**src/rtl/uart_imem_loader_pkg.sv**
```systemverilog
// Shared definitions for the UART instruction-memory boot loader.
//   SYNC_BYTE     : frame start marker
//   LEN_W         : width of the frame word-count field
//   loader_state_t: frame FSM states
//   rx_state_t    : UART receiver FSM states
package uart_imem_loader_pkg;

    localparam logic [7:0]  SYNC_BYTE = 8'hA5;
    localparam int unsigned LEN_W     = 16;

    typedef enum logic [2:0] {
        LD_IDLE,
        LD_LEN_LO,
        LD_LEN_HI,
        LD_DATA,
        LD_CHK,
        LD_DONE
    } loader_state_t;

    typedef enum logic [1:0] {
        RX_IDLE,
        RX_START,
        RX_DATA,
        RX_STOP
    } rx_state_t;

endpackage

```
**src/rtl/uart_rx.sv**
```systemverilog
// 8N1 UART receiver: 2-FF synchroniser, bit timer and LSB-first shifter.
//   clk_i       : system clock
//   rst_i       : asynchronous active-high reset
//   rx_i        : serial line, idle high, asynchronous to clk_i
//   byte_o      : last received byte (valid with byte_vld_o)
//   byte_vld_o  : one-cycle pulse the cycle after a good mid-stop sample
//   frame_err_o : one-cycle pulse when the stop bit samples low
module uart_rx
    import uart_imem_loader_pkg::*;
#(
    parameter int unsigned CLKS_PER_BIT = 434
) (
    input  logic       clk_i,
    input  logic       rst_i,
    input  logic       rx_i,
    output logic [7:0] byte_o,
    output logic       byte_vld_o,
    output logic       frame_err_o
);

    localparam int unsigned CNT_W = (CLKS_PER_BIT > 1) ? $clog2(CLKS_PER_BIT) : 1;
    localparam logic [CNT_W-1:0] BIT_LAST  = CNT_W'(CLKS_PER_BIT - 1);
    localparam logic [CNT_W-1:0] HALF_LAST = CNT_W'(CLKS_PER_BIT / 2 - 1);

    logic             sync1_q, rx_s_q, rx_prev_q;
    logic             rx_fall;
    rx_state_t        state_q, state_n;
    logic [CNT_W-1:0] cnt_q, cnt_n;
    logic [2:0]       bit_q, bit_n;
    logic [7:0]       shift_q, shift_n;
    logic             vld_q, vld_n;
    logic             ferr_q, ferr_n;

    assign rx_fall = rx_prev_q & ~rx_s_q;

    always_ff @(posedge clk_i or posedge rst_i) begin
        if (rst_i) begin
            sync1_q   <= 1'b1;
            rx_s_q    <= 1'b1;
            rx_prev_q <= 1'b1;
        end else begin
            sync1_q   <= rx_i;
            rx_s_q    <= sync1_q;
            rx_prev_q <= rx_s_q;
        end
    end

    always_ff @(posedge clk_i or posedge rst_i) begin
        if (rst_i) begin
            state_q <= RX_IDLE;
            cnt_q   <= '0;
            bit_q   <= '0;
            shift_q <= '0;
            vld_q   <= 1'b0;
            ferr_q  <= 1'b0;
        end else begin
            state_q <= state_n;
            cnt_q   <= cnt_n;
            bit_q   <= bit_n;
            shift_q <= shift_n;
            vld_q   <= vld_n;
            ferr_q  <= ferr_n;
        end
    end

    always_comb begin
        state_n = state_q;
        cnt_n   = cnt_q;
        bit_n   = bit_q;
        shift_n = shift_q;
        vld_n   = 1'b0;
        ferr_n  = 1'b0;
        unique case (state_q)
            RX_IDLE: begin
                if (rx_fall) begin
                    state_n = RX_START;
                    cnt_n   = '0;
                end
            end
            RX_START: begin
                if (cnt_q == HALF_LAST) begin
                    cnt_n = '0;
                    bit_n = '0;
                    // A start bit that is high again at mid-bit was a glitch.
                    state_n = rx_s_q ? RX_IDLE : RX_DATA;
                end else begin
                    cnt_n = cnt_q + 1'b1;
                end
            end
            RX_DATA: begin
                if (cnt_q == BIT_LAST) begin
                    cnt_n   = '0;
                    shift_n = {rx_s_q, shift_q[7:1]};
                    if (bit_q == 3'd7) state_n = RX_STOP;
                    else               bit_n   = bit_q + 1'b1;
                end else begin
                    cnt_n = cnt_q + 1'b1;
                end
            end
            RX_STOP: begin
                if (cnt_q == BIT_LAST) begin
                    state_n = RX_IDLE;
                    vld_n   = rx_s_q;
                    ferr_n  = ~rx_s_q;
                end else begin
                    cnt_n = cnt_q + 1'b1;
                end
            end
            default: state_n = RX_IDLE;
        endcase
    end

    assign byte_o      = shift_q;
    assign byte_vld_o  = vld_q;
    assign frame_err_o = ferr_q;

endmodule

```
**src/rtl/uart_imem_loader.sv**
```systemverilog
// Boot loader: receives a program frame over UART and writes it into imem.
// Frame: A5, LEN_LO, LEN_HI, 4*N data bytes (little-endian words), XOR checksum.
//   clk_i       : system clock
//   rst_i       : asynchronous active-high reset
//   uart_rx_i   : serial input, idle high
//   imem_we_o   : one-cycle write strobe per assembled word
//   imem_addr_o : word address (holds between writes)
//   imem_data_o : write data (holds between writes)
//   cpu_rst_o   : core reset request, released after a good load
//   busy_o      : high while a frame is in progress
//   err_o       : sticky framing / length / checksum error, cleared by next sync
module uart_imem_loader
    import uart_imem_loader_pkg::*;
#(
    parameter int unsigned XLEN      = 32,
    parameter int unsigned ADDR_W    = 10,
    parameter int unsigned CLK_HZ    = 50000000,
    parameter int unsigned BAUD      = 115200,
    parameter int unsigned BOOT_HOLD = 1
) (
    input  logic              clk_i,
    input  logic              rst_i,
    input  logic              uart_rx_i,
    output logic              imem_we_o,
    output logic [ADDR_W-1:0] imem_addr_o,
    output logic [XLEN-1:0]   imem_data_o,
    output logic              cpu_rst_o,
    output logic              busy_o,
    output logic              err_o
);

    localparam int unsigned CLKS_PER_BIT = CLK_HZ / BAUD;
    localparam int unsigned LANES        = XLEN / 8;
    localparam int unsigned K_W          = $clog2(LANES);
    localparam logic [LEN_W:0] MAX_WORDS = (LEN_W + 1)'(2 ** ADDR_W);
    localparam logic CPU_RST_INIT        = (BOOT_HOLD != 0);

    logic [7:0] rx_byte;
    logic       rx_vld, rx_err;

    uart_rx #(
        .CLKS_PER_BIT(CLKS_PER_BIT)
    ) u_rx (
        .clk_i      (clk_i),
        .rst_i      (rst_i),
        .rx_i       (uart_rx_i),
        .byte_o     (rx_byte),
        .byte_vld_o (rx_vld),
        .frame_err_o(rx_err)
    );

    loader_state_t     state_q, state_n;
    logic [7:0]        len_lo_q, len_lo_n;
    logic [LEN_W-1:0]  wcnt_q, wcnt_n;
    logic [XLEN-1:0]   word_q, word_n;
    logic [K_W-1:0]    lane_q, lane_n;
    logic [ADDR_W-1:0] idx_q, idx_n;
    logic [7:0]        xor_q, xor_n;
    logic              we_q, we_n;
    logic [ADDR_W-1:0] addr_q, addr_n;
    logic [XLEN-1:0]   data_q, data_n;
    logic              busy_q, busy_n;
    logic              err_q, err_n;
    logic              cpu_rst_q, cpu_rst_n;
    logic [LEN_W-1:0]  n_len;

    assign n_len = {rx_byte, len_lo_q};

    always_ff @(posedge clk_i or posedge rst_i) begin
        if (rst_i) begin
            state_q   <= LD_IDLE;
            len_lo_q  <= '0;
            wcnt_q    <= '0;
            word_q    <= '0;
            lane_q    <= '0;
            idx_q     <= '0;
            xor_q     <= '0;
            we_q      <= 1'b0;
            addr_q    <= '0;
            data_q    <= '0;
            busy_q    <= 1'b0;
            err_q     <= 1'b0;
            cpu_rst_q <= CPU_RST_INIT;
        end else begin
            state_q   <= state_n;
            len_lo_q  <= len_lo_n;
            wcnt_q    <= wcnt_n;
            word_q    <= word_n;
            lane_q    <= lane_n;
            idx_q     <= idx_n;
            xor_q     <= xor_n;
            we_q      <= we_n;
            addr_q    <= addr_n;
            data_q    <= data_n;
            busy_q    <= busy_n;
            err_q     <= err_n;
            cpu_rst_q <= cpu_rst_n;
        end
    end

    always_comb begin
        state_n   = state_q;
        len_lo_n  = len_lo_q;
        wcnt_n    = wcnt_q;
        word_n    = word_q;
        lane_n    = lane_q;
        idx_n     = idx_q;
        xor_n     = xor_q;
        we_n      = 1'b0;
        addr_n    = addr_q;
        data_n    = data_q;
        busy_n    = busy_q;
        err_n     = err_q;
        cpu_rst_n = cpu_rst_q;
        if (rx_err) begin
            // Framing error aborts the frame in any state; core reset untouched.
            state_n = LD_IDLE;
            err_n   = 1'b1;
            busy_n  = 1'b0;
        end else if (rx_vld) begin
            unique case (state_q)
                LD_IDLE, LD_DONE: begin
                    if (rx_byte == SYNC_BYTE) begin
                        state_n   = LD_LEN_LO;
                        busy_n    = 1'b1;
                        cpu_rst_n = 1'b1;
                        err_n     = 1'b0;
                        idx_n     = '0;
                        xor_n     = '0;
                        lane_n    = '0;
                    end
                end
                LD_LEN_LO: begin
                    len_lo_n = rx_byte;
                    state_n  = LD_LEN_HI;
                end
                LD_LEN_HI: begin
                    if ({1'b0, n_len} > MAX_WORDS) begin
                        state_n = LD_IDLE;
                        err_n   = 1'b1;
                        busy_n  = 1'b0;
                    end else if (n_len == '0) begin
                        state_n = LD_CHK;
                    end else begin
                        wcnt_n  = n_len;
                        state_n = LD_DATA;
                    end
                end
                LD_DATA: begin
                    xor_n = xor_q ^ rx_byte;
                    word_n[{lane_q, 3'b000} +: 8] = rx_byte;
                    lane_n = lane_q + 1'b1;
                    if (lane_q == K_W'(LANES - 1)) begin
                        we_n   = 1'b1;
                        data_n = word_n;
                        addr_n = idx_q;
                        idx_n  = idx_q + 1'b1;
                        wcnt_n = wcnt_q - 1'b1;
                        if (wcnt_q == LEN_W'(1)) state_n = LD_CHK;
                    end
                end
                LD_CHK: begin
                    busy_n = 1'b0;
                    if (rx_byte == xor_q) begin
                        state_n   = LD_DONE;
                        cpu_rst_n = 1'b0;
                    end else begin
                        state_n = LD_IDLE;
                        err_n   = 1'b1;
                    end
                end
                default: state_n = LD_IDLE;
            endcase
        end
    end

    assign imem_we_o   = we_q;
    assign imem_addr_o = addr_q;
    assign imem_data_o = data_q;
    assign cpu_rst_o   = cpu_rst_q;
    assign busy_o      = busy_q;
    assign err_o       = err_q;

endmodule
```
**config.mk**
```make
export PLATFORM = sky130hd
export DESIGN_NAME = uart_imem_loader
export DESIGN_NICKNAME = d
export VERILOG_FILES = /design/src/rtl/uart_imem_loader_pkg.sv /design/src/rtl/uart_rx.sv /design/src/rtl/uart_imem_loader.sv
export SDC_FILE = /design/constraint.sdc
export NUM_CORES = 1
export LEC_CHECK = 0
export ABC_AREA = 1
export CAP_MARGIN = 30
export CORE_MARGIN = 1.5
export CORE_UTILIZATION = 60
export CTS_CLUSTER_DIAMETER = 40
export DETAILED_ROUTE_END_ITERATION = 6
export DONT_BUFFER_PORTS = 1
export HOLD_SLACK_MARGIN = 0.05
export PLACE_DENSITY = 0.84
export SYNTH_ARGS = -nofsm -noshare
export SYNTH_HDL_FRONTEND = slang
export SYNTH_SLANG_ARGS = --single-unit
```
**constraint.sdc**
```tcl
create_clock -name clk_i -period 6.5 [get_ports clk_i]
set_input_delay 0 -clock clk_i [delete_from_list [all_inputs] [get_ports clk_i]]
set_output_delay 0 -clock clk_i [all_outputs]
set_load 0.005 [all_outputs]
```
* Yosys cells after proc, flatten, opt, wreduce, memory -nomap -nowiden
Cells that the tools add are included.
** Operators by class
- Add/subtract/negate cells :: 6
- Magnitude comparators :: 1
- Equal/unequal tests :: 32
- Shift operators :: 2
- Muxes and demuxes :: 58
- Bitwise operators :: 4
- Reduce and logical (&&, ||, !) cells :: 24
** Operator list (count)
- 2-to-1 mux 16 bit :: 3
- 2-to-1 mux 9 bit :: 4
- one-hot mux 9 bit (4 select lines) :: 1
- 2-to-1 mux 3 bit :: 11
- bitwise mux 32 bit :: 1
- one-hot mux 16 bit (2 select lines) :: 1
- variable shift 8 x 7 -> 32 bit, first input constant :: 1
- indexed part select 8 x 7 -> 32 bit :: 1
- 2-to-1 mux 10 bit :: 2
- one-hot mux 10 bit (2 select lines) :: 1
- AND reduction 4 bit :: 5
- AND reduction 5 bit :: 4
- 2-to-1 mux 1 bit :: 18
- == test 16 x 1 -> 1 bit, second input constant :: 1
- greater-than comparator 16 x 11 -> 1 bit, second input constant :: 1
- logical NOT 16 bit :: 1
- one-hot mux 8 bit (2 select lines) :: 1
- subtractor 16 x 1 -> 16 bit, second input constant :: 1
- inequality test 3 x 2 -> 1 bit, second input constant :: 5
- one-hot mux 3 bit (5 select lines) :: 1
- 2-to-1 mux 2 bit :: 7
- inequality test 2 bit, second input constant :: 7
- adder 10 x 1 -> 10 bit, second input constant :: 1
- inequality test 2 x 1 -> 1 bit, second input constant :: 5
- other kinds (30) :: 43
** Storage, ports and cells
- Register bits :: 152
- Input port bits :: 3
- Output and inout port bits :: 46

* Depth between registers and ports, before layout
Gate-level depths: netlist of run 1.
- Depth in word-level cells :: 6
- Gate-level depth with buffers :: 12

* Cells and area by module
A second synthesis of run 1 with hierarchy kept.
** Second synthesis, totals
- Cell total of the unflattened synthesis :: 1045
- Area total of the unflattened synthesis :: 7958.9 um^2
** By module, submodules not included
- uart_imem_loader :: instances 1, cells each 865, area each 6497.5 um^2, seq. area each 3129.3 um^2
- uart_rx :: instances 1, cells each 180, area each 1461.4 um^2, seq. area each 679.4 um^2

* Worst setup path before layout of run 1
No wires, ideal clock.
- Path kind :: reg2reg
- From :: register lane_q[0]
- To :: register word_q[16]
- Setup time :: 0.083 ns
- Arrival :: 1.858 ns
- Required time :: 6.417 ns
- Slack :: 4.559 ns
- Cell stages (with the launch flop) :: 10
- Path buffers :: 2
- Period minus slack after synthesis :: 1.941 ns
- Cells stage by stage :: dfrtp_1 clkbuf_1 inv_1 ha_1 clkbuf_1 inv_1 nand2_1 o32ai_1 nand2_1 o21ai_0
** On the way
- Longest elaborated chain between the ends :: 3
** Ends and longest elaborated chain
- from (decl) :: RTL line uart_imem_loader.sv:56 : logic [K_W-1:0] lane_q, lane_n;
- from (signal assigned) :: RTL line uart_imem_loader.sv:89 : lane_q <= lane_n;
- negation 5 -> 7 bit * :: RTL line uart_imem_loader.sv:151 : word_n[{lane_q, 3'b000} +: 8] = rx_byte;
- indexed part select 8 x 7 -> 32 bit or variable shift 8 x 7 -> 32 bit (tied branches) :: RTL line uart_imem_loader.sv:151
- bitwise mux 32 bit * :: RTL line uart_imem_loader.sv:151
- to (signal assigned) :: RTL line uart_imem_loader.sv:88 : word_q <= word_n;
- to (decl) :: RTL line uart_imem_loader.sv:55 : logic [XLEN-1:0] word_q, word_n;
Mark *: on every way between the ends. The rest lies on a longest branch, timed or not.
A chain may end at the register's enable or synchronous reset.

* Final worst setup path of run 1
- From :: register state_q[2]
- To :: register addr_q[3] (netlist: imem_addr_o[3])
** On the way
- Longest elaborated chain between the ends :: 2
** Ends and longest elaborated chain
- from (decl) :: RTL line uart_imem_loader.sv:52 : loader_state_t state_q, state_n;
- from (signal assigned) :: RTL line uart_imem_loader.sv:85 : state_q <= state_n;
- == test 3 x 2 -> 1 bit :: RTL line uart_imem_loader.sv:121 : unique case (state_q)
- AND reduction 4 bit (no source line)
- to (signal assigned) :: RTL line uart_imem_loader.sv:93 : addr_q <= addr_n;
- to (decl) :: RTL line uart_imem_loader.sv:60 : logic [ADDR_W-1:0] addr_q, addr_n;
Every way passes these cells.

==> results.md, run 1 <==
* Status: finished clean
* Syn nets at 1028
* Most common cell on crit path: inv_2
* Critical Path AT at 3.70 ns
* Layout net count at 1017
* Slew headroom at 45.08%
* Final period util at 51.69%
* Routed WL per cell at 14.30 um
* Drt first pass iters at 5
* Power per cell area at 255.7 nW/um^2
* Clock share of power at 46.3%
* Layout cells sized above 1 at 6.318%
* Post-route cell area at 8403 sq um
* Seq/Total Area, Yosys at 49.18%
* Slew @ Worst Pin at 0.8219 ns
* DIE WIDTH at 116.6 um
* Vias in the first global route at 6092
* VDD IR max at 0.2550 mV
* Combinational power share at 7.4%
* Worst EP required at 6.84 ns
* Synth Warn # at 0
* Hold Path Class: input pin to flop
* Antenna Nets Post-Route at 0
* Crit-path max FO at 67
* Placed cell area at 7790 sq um
* Die footprint at 13600 sq um
* Finished Layout Cells at 1185
* Synth top area cells: dfrtp_1, nand2_1, o21ai_0
* Number of diodes at 0
* Initial antenna violation count at 0
* CP peak stage delay at 0.67 ns
* Setup Crit Path Kind: flop to flop
* Area leader, netlist: dfrtp_1
* # port buffers at 0
* Yosys reg bits at 152
* Most common cell after layout, fill and taps aside: nand2_1
* Total global-route track usage at 26.87%
* Final setup viols at 0
* Drc violations at 0
* Top cell type's share of synthesized area at 47.83%
* Reg2Reg Depth at 10
* Initial DRC count at 613
* Post-synthesis cell type count at 34
* Inst Count DP at 1151
* Core area at 12620 sq um
* First-pass GRT wire length at 28350 um
* Cts bufs inserted at 17
* Largest net degree at the start of global routing at 91
* Setup WS post-layout at 3.140 ns
* Pre-CTS setup slack at 3.125 ns
* Avg Vias per Cell at 5.540
* Setup crit start kind: flop
* RSZ-0062 raised after global routing: no
* CTS tree: done
* Rows at 41
* Final HPWL DP at 11270 um
* H-tree lvl count at 4
* Netlist Area Pre-Place at 7744 sq um
* Hold_ws at 0.1085 ns
* Crit. End Element: flop
* GR Overflow Total at 0
* Worst-Skew Late Latency at 0.44 ns
* Critical path's slowest cell: nor2_4
* Final Wtd Congestion at 0.9065
* Vias at 6565
* Area Growth Syn to Fin at 8.515%
* Net Sw Frac at 26.10%
* # IOs at 49
* Initial Util at 61.36%
* Final hold violations at 0
* Tot Pwr at 2.149 mW
* Root buf cell: clkbuf_16
* Gates resized, CTS repair at 0
* Clock Sink Count at 152
* FMAX at 0.2977 GHz
* Max-cap violations at 0
* Final Critical Period at 3.360 ns
* Pint at 1.588 mW
* Hold path depth at 1
* Setup TNS at 0 ns
* Most frequent cells in the layout: nand2_1, dfrtp_1, inv_1
* Die height at 116.6 um
* Clock buffer depth at 2
* Total Routed Length at 16950 um
* Final design utilization at 66.59%
* Lkg Pwr at 4.187 nW
* Switch Pwr at 0.5609 mW
* CTS clock-pin slew for the worst setup and hold paths at 0.07 ns
* Crit path cell chain: inv_1 > nand2_2 > inv_2 > nand2_4 > nor2_4 > buf_4 > inv_2 > nor2_4 > inv_2 > o21ai_0
* Syn Area/Cell at 7.659 sq um
* Cell count after synthesis at 1011
* Share of power burned in registers at 46.3%
* Final Skew at 0.009098 ns
* Slew Viols, Final at 0
## worst max-delay path, delay by kind of cell, from the launching register on
family	cells	cell delay, ns
buffers and inverters	5	1.40
and+or+nand+nor	4	1.03
DFF	1	0.43
AOI/OAI and AO/OA	1	0.33
## power by group through the flow
stage / registers, mW / logic (mW) / clock network (mW)
global route: 0.999 / 0.189 / 1.05
finish: 0.995 / 0.158 / 0.996
detailed placement: 1.01 / 0.160 / 0
CTS: 0.995 / 0.162 / 1.01
global placement: 1.01 / 0.156 / 0
floorplan: 1.00 / 0.132 / 0
## Yosys cell counts, drive strengths merged
cell type    n
nand3       52
xnor2        3
a21oi        5
o32ai        8
dfstp        4
dfrtp      148
a22o         1
o31ai        2
nand4       18
nor3        10
inv        109
clkbuf       9
o22ai       23
o211ai       1
and2         1
nor2        71
xor2         9
nand2      395
ha          14
o21ai      100
buf         25
or2          3
## layer usage
metal  GRT usage [%]  wire [um]  up-vias  share of wire (%)
li1                -          -     3200                  -
met1           36.22       7458     3102                 44
met2           41.88       8120      220                 48
met3           6.954        977       43                5.8
met4           10.84        393        0                2.3
met5               0          0        -                  0
## repair_timing
item                                    CTS  global route
hold buffers                              2             0
setup buffers                             0             0
endpoints found under the setup margin    0             0
endpoints found under the hold margin    90             0
## worst paths after layout
path / startpoint / to / slack, ns
max: state_q[2] / imem_addr_o[3] / 3.14
min: uart_rx_i / u_rx.sync1_q / 0.11
max reg2reg: state_q[2] / imem_addr_o[3] / 3.14
min reg2reg: u_rx.sync1_q / u_rx.rx_s_q / 0.36
max in group asynchronous: rst_i / imem_we_o / 5.02
min in group asynchronous: rst_i / u_rx.cnt_q[6] / 0.21
## state kept, by name, indices dropped and copies added (netlist names), 2 cells and up, named ones only
signal and flops:
idx_q 10, imem_addr_o 10, imem_data_o 32, lane_q 2, len_lo_q 8, state_q 3, u_rx.bit_q 3, u_rx.byte_o 8
u_rx.cnt_q 9, wcnt_q 16, word_q 32, xor_q 8
## cells by family after synthesis
kind of cell	share of synthesized area (%)
buffers and inverters	7.723
AO/OA/AOI/OAI	10.20
adder cells (fa/ha/maj)	2.262
flip-flops	49.18
XOR/XNOR	1.357
AND/OR/NAND/NOR	29.28
## layout make-up
cell class / count / area [sq um]
Fill cell: 1016 / 4217
Sequential cell: 152 / 3809
Inverter: 109 / 414.1
Tap cell: 172 / 215.2
Clock inverter: 15 / 167.7
Timing Repair Buffer: 4 / 35.03
Clock buffer: 17 / 425.4
Multi-Input combinational cell: 716 / 3337
No activity file was read; power rests on OpenSTA's default activity.
==> run 2, diff against run 1 <==
--- a/config.mk
+++ b/config.mk
@@ -8,7 +8,7 @@
 export ABC_AREA = 1
 export CAP_MARGIN = 30
 export CORE_MARGIN = 1.5
-export CORE_UTILIZATION = 60
+export CORE_UTILIZATION = 58
 export CTS_CLUSTER_DIAMETER = 40
 export DETAILED_ROUTE_END_ITERATION = 6
 export DONT_BUFFER_PORTS = 1
==> constraint.sdc (replaced) <==
create_clock -name clk_i -period 2.9 [get_ports clk_i]
set_input_delay 0 -clock clk_i [delete_from_list [all_inputs] [get_ports clk_i]]
set_output_delay 0 -clock clk_i [all_outputs]
set_load 0.005 [all_outputs]
==> run 2 against run 1 <==
Combinational power up 150%. Maximum frequency up 47%. Final area up 1.5%. First-iteration DRC count up 12%.
==> results.md, run 2 (synthesized netlist as in run 1, its figures left out) <==
* Status: finished clean
* Final Skew at 0.007899 ns
* Reg2Reg Setup Slack at 0.61 ns
* Drc violations at 0
* Crit. End Element: flop
* Antenna Nets Post-Route at 0
* Area Growth Syn to Fin at 10.13%
* Die height at 118.5 um
* Number of diodes at 0
* Setup crit start kind: flop
* Crit path cell chain: inv_1 > ha_1 > inv_1 > nand3_1 > o22ai_1 > nand2_1 > o21ai_0
* Initial DRC count at 685
* Power per cell area at 578.0 nW/um^2
* Initial Util at 58.94%
* Reg-to-Reg Start: lane_q[0]
* Hold_ws at 0.1024 ns
* GR Overflow Total at 0
* Clock Sink Count at 152
* Reg2Reg Depth at 7
* Max-cap violations at 0
* Final hold violations at 0
* Slew headroom at 47.21%
* Final setup viols at 0
* Layout cells sized above 1 at 7.136%
* Total Routed Length at 17780 um
* Most common cell on crit path: inv_1
* Setup Crit Path Kind: flop to flop
* H-tree lvl count at 4
* RSZ-0062 raised after global routing: no
* Crit-path max FO at 13
* Hold path depth at 1
* Critical Path AT at 2.63 ns
* Total global-route track usage at 27.00%
* Rows at 42
* First-pass GRT wire length at 30240 um
* Lkg Pwr at 4.249 nW
* Vias at 6613
* Worst R2R End: word_q[26]
* Slew @ Worst Pin at 0.7907 ns
* Finished Layout Cells at 1199
* Inst Count DP at 1164
* Post CTS Setup Buffer Count at 0
* Hold Path Class: input pin to flop
* Crit path max-delay family: flip-flops
* CTS tree: done
* Largest net degree at the start of global routing at 67
* Avg Vias per Cell at 5.515
* Final period util at 78.88%
* WP buf/inv at 2
* CP peak stage delay at 0.61 ns
* Most common cell after layout, fill and taps aside: nand2_1
* Drt first pass iters at 5
* Hold EP: u_rx.sync1_q
* Hold path start: uart_rx_i
* Layout fillers at 1068
* Layout net count at 1027
* # port buffers at 0
* Final Wtd Congestion at 0.9265
* # IOs at 49
* Final design utilization at 64.91%
* DIE WIDTH at 118.5 um
* Most frequent cells in the layout: nand2_1, dfrtp_1, inv_1
* Core area at 13140 sq um
* Vias in the first global route at 6296
* Final Critical Period at 2.288 ns
* Setup TNS at 0 ns
* Cts bufs inserted at 17
* Initial antenna violation count at 0
* Placed cell area at 7886 sq um
* Clock buffer depth at 2
* Routed WL per cell at 14.83 um
* Die footprint at 14050 sq um
* Worst EP required at 3.25 ns
* CTS clock-pin slew for the worst setup and hold paths at 0.06 ns
* VDD IR max at 0.5987 mV
* Critical path's slowest cell: dfrtp_1
* FMAX at 0.4371 GHz
* Slew Viols, Final at 0
* Root buf cell: clkbuf_16
* Final HPWL DP at 11900 um
* Worst-Skew Late Latency at 0.44 ns
* Post-route cell area at 8528 sq um
-- run 2: cell type report --
cell class	instances	area, sq um	area share [%]
flip-flops and latches	152	3809	44.66
multi-input cells	716	3337	39.13
clock buffers	18	439.2	5.150
inverters	109	412.9	4.842
well taps	176	220.2	2.582
clock inverters	14	172.7	2.025
repair buffers	14	137.6	1.614
-- run 2: worst max path at each step --
stage / slack (ns) / cells after the start / start / endpoint
after floorplan: 0.96 / 9 / lane_q[0] / word_q[16]
after global placement: 0.82 / 7 / lane_q[0] / word_q[1]
after detailed placement: 0.75 / 7 / lane_q[0] / word_q[16]
after CTS: 0.67 / 7 / lane_q[0] / word_q[1]
after global routing: 0.47 / 7 / lane_q[0] / word_q[18]
final: 0.61 / 7 / lane_q[0] / word_q[26]
-- run 2: repair_timing --
action | 4_1_cts | 5_1_grt
endpoints found under the setup margin | 0 | 0
resized for setup | 0 | 0
hold endpoints to repair | 153 | 0
hold buffers | 3 | 0
-- run 2: worst register-to-register path, delay by kind of cell, from the launching register on --
kind            cells  cell delay (ns)
simple gates        2             0.40
flops               1             0.61
buf+inv             2             0.38
compound gates      2             0.46
fa+ha+maj           1             0.35
-- run 2: power by group --
part | leakage (nW) | internal (mW) | switching [mW] | total [mW]
Sequential | 2.10 | 2.17 | 0.0579 | 2.23
Combinational | 1.86 | 0.113 | 0.277 | 0.391
Clock | 0.291 | 1.38 | 0.928 | 2.31
-- run 2: metal layers --
metal  routed length [um]  global-route usage, %
met5                    0                      0
met2                 8462                  42.81
met3                 1089                  6.322
met1                 7791                  35.63
met4                  439                  11.97
-- run 2: metrics by stage --
step                setup WS, ns  total power [mW]
floorplan                 0.9593             2.541
global placement          0.8230             2.624
detailed placement        0.7502             2.643
CTS                       0.6672             4.951
global route              0.4687             5.090
finish                    0.6124             4.929
==> run 3, diff against run 2 <==
--- a/config.mk
+++ b/config.mk
@@ -8,7 +8,7 @@
 export ABC_AREA = 1
 export CAP_MARGIN = 30
 export CORE_MARGIN = 1.5
-export CORE_UTILIZATION = 58
+export CORE_UTILIZATION = 60
 export CTS_CLUSTER_DIAMETER = 40
 export DETAILED_ROUTE_END_ITERATION = 6
 export DONT_BUFFER_PORTS = 1
==> constraint.sdc (replaced) <==
create_clock -name clk_i -period 2.3 [get_ports clk_i]
set_input_delay 0 -clock clk_i [delete_from_list [all_inputs] [get_ports clk_i]]
set_output_delay 0 -clock clk_i [all_outputs]
set_load 0.005 [all_outputs]
==> run 3 against run 2 <==
Utilization grew 2.4 points. Via count grew 1.9%. Clock skew is essentially flat. Die area shrank 3.2%. Power grew 20%. Setup slack lost 0.38 ns. Critical endpoint is now imem_addr_o[1]. Highest routed layer unchanged.
==> results.md, run 3 (synthesized netlist as in run 1, its figures left out) <==
* FMAX at 0.4833 GHz
* Tot Pwr at 5.932 mW
* Die height at 116.6 um
* Top layer used by detailed routing: met4
* Hold Path Class: input pin to flop
* Hold path depth at 1
* Setup crit start kind: flop
* Setup TNS at 0 ns
* M1 WL at 7802 um
* Avg Vias per Cell at 5.616
* Layout cells sized above 1 at 7.588%
* Total global-route track usage at 27.84%
* Slew headroom at 45.90%
* Setup Crit Path Kind: flop to flop
* Reg-to-Reg Start: state_q[2]
* Reg2Reg Setup Slack at 0.23 ns
* Worst EP required at 2.57 ns
* Largest net degree at the start of global routing at 153
* Inst Count DP at 1167
* Die footprint at 13600 sq um
* RSZ-0062 raised after global routing: no
* Crit. End Element: flop
* CTS clock-pin slew for the worst setup and hold paths at 0.06 ns
* Critical path's slowest cell: inv_2
* Final Skew at 0.008394 ns
* Most common cell on crit path: inv_2
* Initial DRC count at 595
* Crit-path max FO at 48
* Power per cell area at 697.9 nW/um^2
* Finished Layout Cells at 1200
* Post CTS Setup Buffer Count at 0
* Post-route cell area at 8499 sq um
* Final period util at 89.96%
* Hold path start: uart_rx_i
* Area Growth Syn to Fin at 9.759%
* # IOs at 49
* Reg2Reg Depth at 9
* Hold EP: u_rx.sync1_q
* Worst-Skew Late Latency at 0.43 ns
* Drc violations at 0
* Vias at 6739
* Number of diodes at 0
* Layout net count at 1033
* CTS tree: done
* Total Routed Length at 17820 um
* Final Critical Period at 2.069 ns
* Most common cell after layout, fill and taps aside: nand2_1
* Final Wtd Congestion at 0.8887
* Clock Sink Count at 152
* Crit path cell chain: inv_1 > nand2_2 > inv_2 > nand2_4 > nor2_4 > inv_2 > nor2_4 > inv_2 > o21ai_0
* Final setup viols at 0
* Layout fillers at 990
* Placed cell area at 7921 sq um
* First-pass GRT wire length at 29230 um
* DIE WIDTH at 116.6 um
* Lkg Pwr at 4.242 nW
* Critical Path AT at 2.34 ns
* WP buf/inv at 4
* Antenna Nets Post-Route at 0
* Status: finished clean
* Worst R2R End: imem_addr_o[1]
* CP peak stage delay at 0.58 ns
* VDD IR max at 0.7008 mV
* Core area at 12620 sq um
* Vias in the first global route at 6128
* GR Overflow Total at 0
* Routed WL per cell at 14.85 um
* Final hold violations at 0
* Final design utilization at 67.35%
* Max-cap violations at 0
* Final HPWL DP at 11570 um
* Root buf cell: clkbuf_16
* Crit path max-delay family: buffers and inverters
* Most frequent cells in the layout: nand2_1, dfrtp_1, inv_1
* Initial Util at 61.36%
* DR WL met3 at 1077 um
* Met2 routed WL at 8540 um
* Slew Viols, Final at 0
* Slew @ Worst Pin at 0.8115 ns
* Rows at 41
* Initial antenna violation count at 0
* # port buffers at 0
* H-tree lvl count at 4
* Clock buffer depth at 2
* Cts bufs inserted at 17
* Drt first pass iters at 5
[run 3: stage by stage]
step                hold WS (ns)  setup WS (ns)
floorplan               0.004478         0.3593
global placement        0.004548         0.3028
detailed placement      0.004552         0.2478
CTS                       0.1028         0.1599
global route              0.1018        0.08901
finish                    0.1137         0.2308
[run 3: worst max path at each step]
stage / to / startpoint / depth (start not counted)
floorplan: word_q[23] / lane_q[0] / 9
global placement: word_q[1] / lane_q[0] / 7
detailed placement: word_q[20] / lane_q[0] / 7
CTS: word_q[19] / lane_q[0] / 7
global route: imem_data_o[20] / state_q[2] / 10
finish: imem_addr_o[1] / state_q[2] / 9
[run 3: timing repair]
action                                  CTS  global route
resized for setup                         0             1
endpoints found under the hold margin   149             0
hold buffers                              2             0
endpoints found under the setup margin    0             3
[run 3: final cells by class]
class	count	area [sq um]	share of cell area, %
Tap cell	172	215.2	2.532
Clock buffer	21	460.4	5.417
Multi-Input combinational cell	716	3337	39.26
Clock inverter	10	96.34	1.134
Inverter	109	412.9	4.858
Sequential cell	152	3810	44.83
Timing Repair Buffer	20	167.7	1.973
[run 3: power by group]
| group | internal (mW) | leakage, nW | total (mW) | switching [mW] |
|---|---|---|---|---|
| clock network | 1.54 | 0.262 | 2.64 | 1.10 |
| registers | 2.74 | 2.10 | 2.81 | 0.0739 |
| logic | 0.141 | 1.88 | 0.478 | 0.337 |
[run 3: per-layer routing]
layer,vias up,GRT usage [%]
met4,0,12.05
met3,41,7.473
met5,-,0
li1,3230,-
met2,230,43.18
met1,3238,37.23
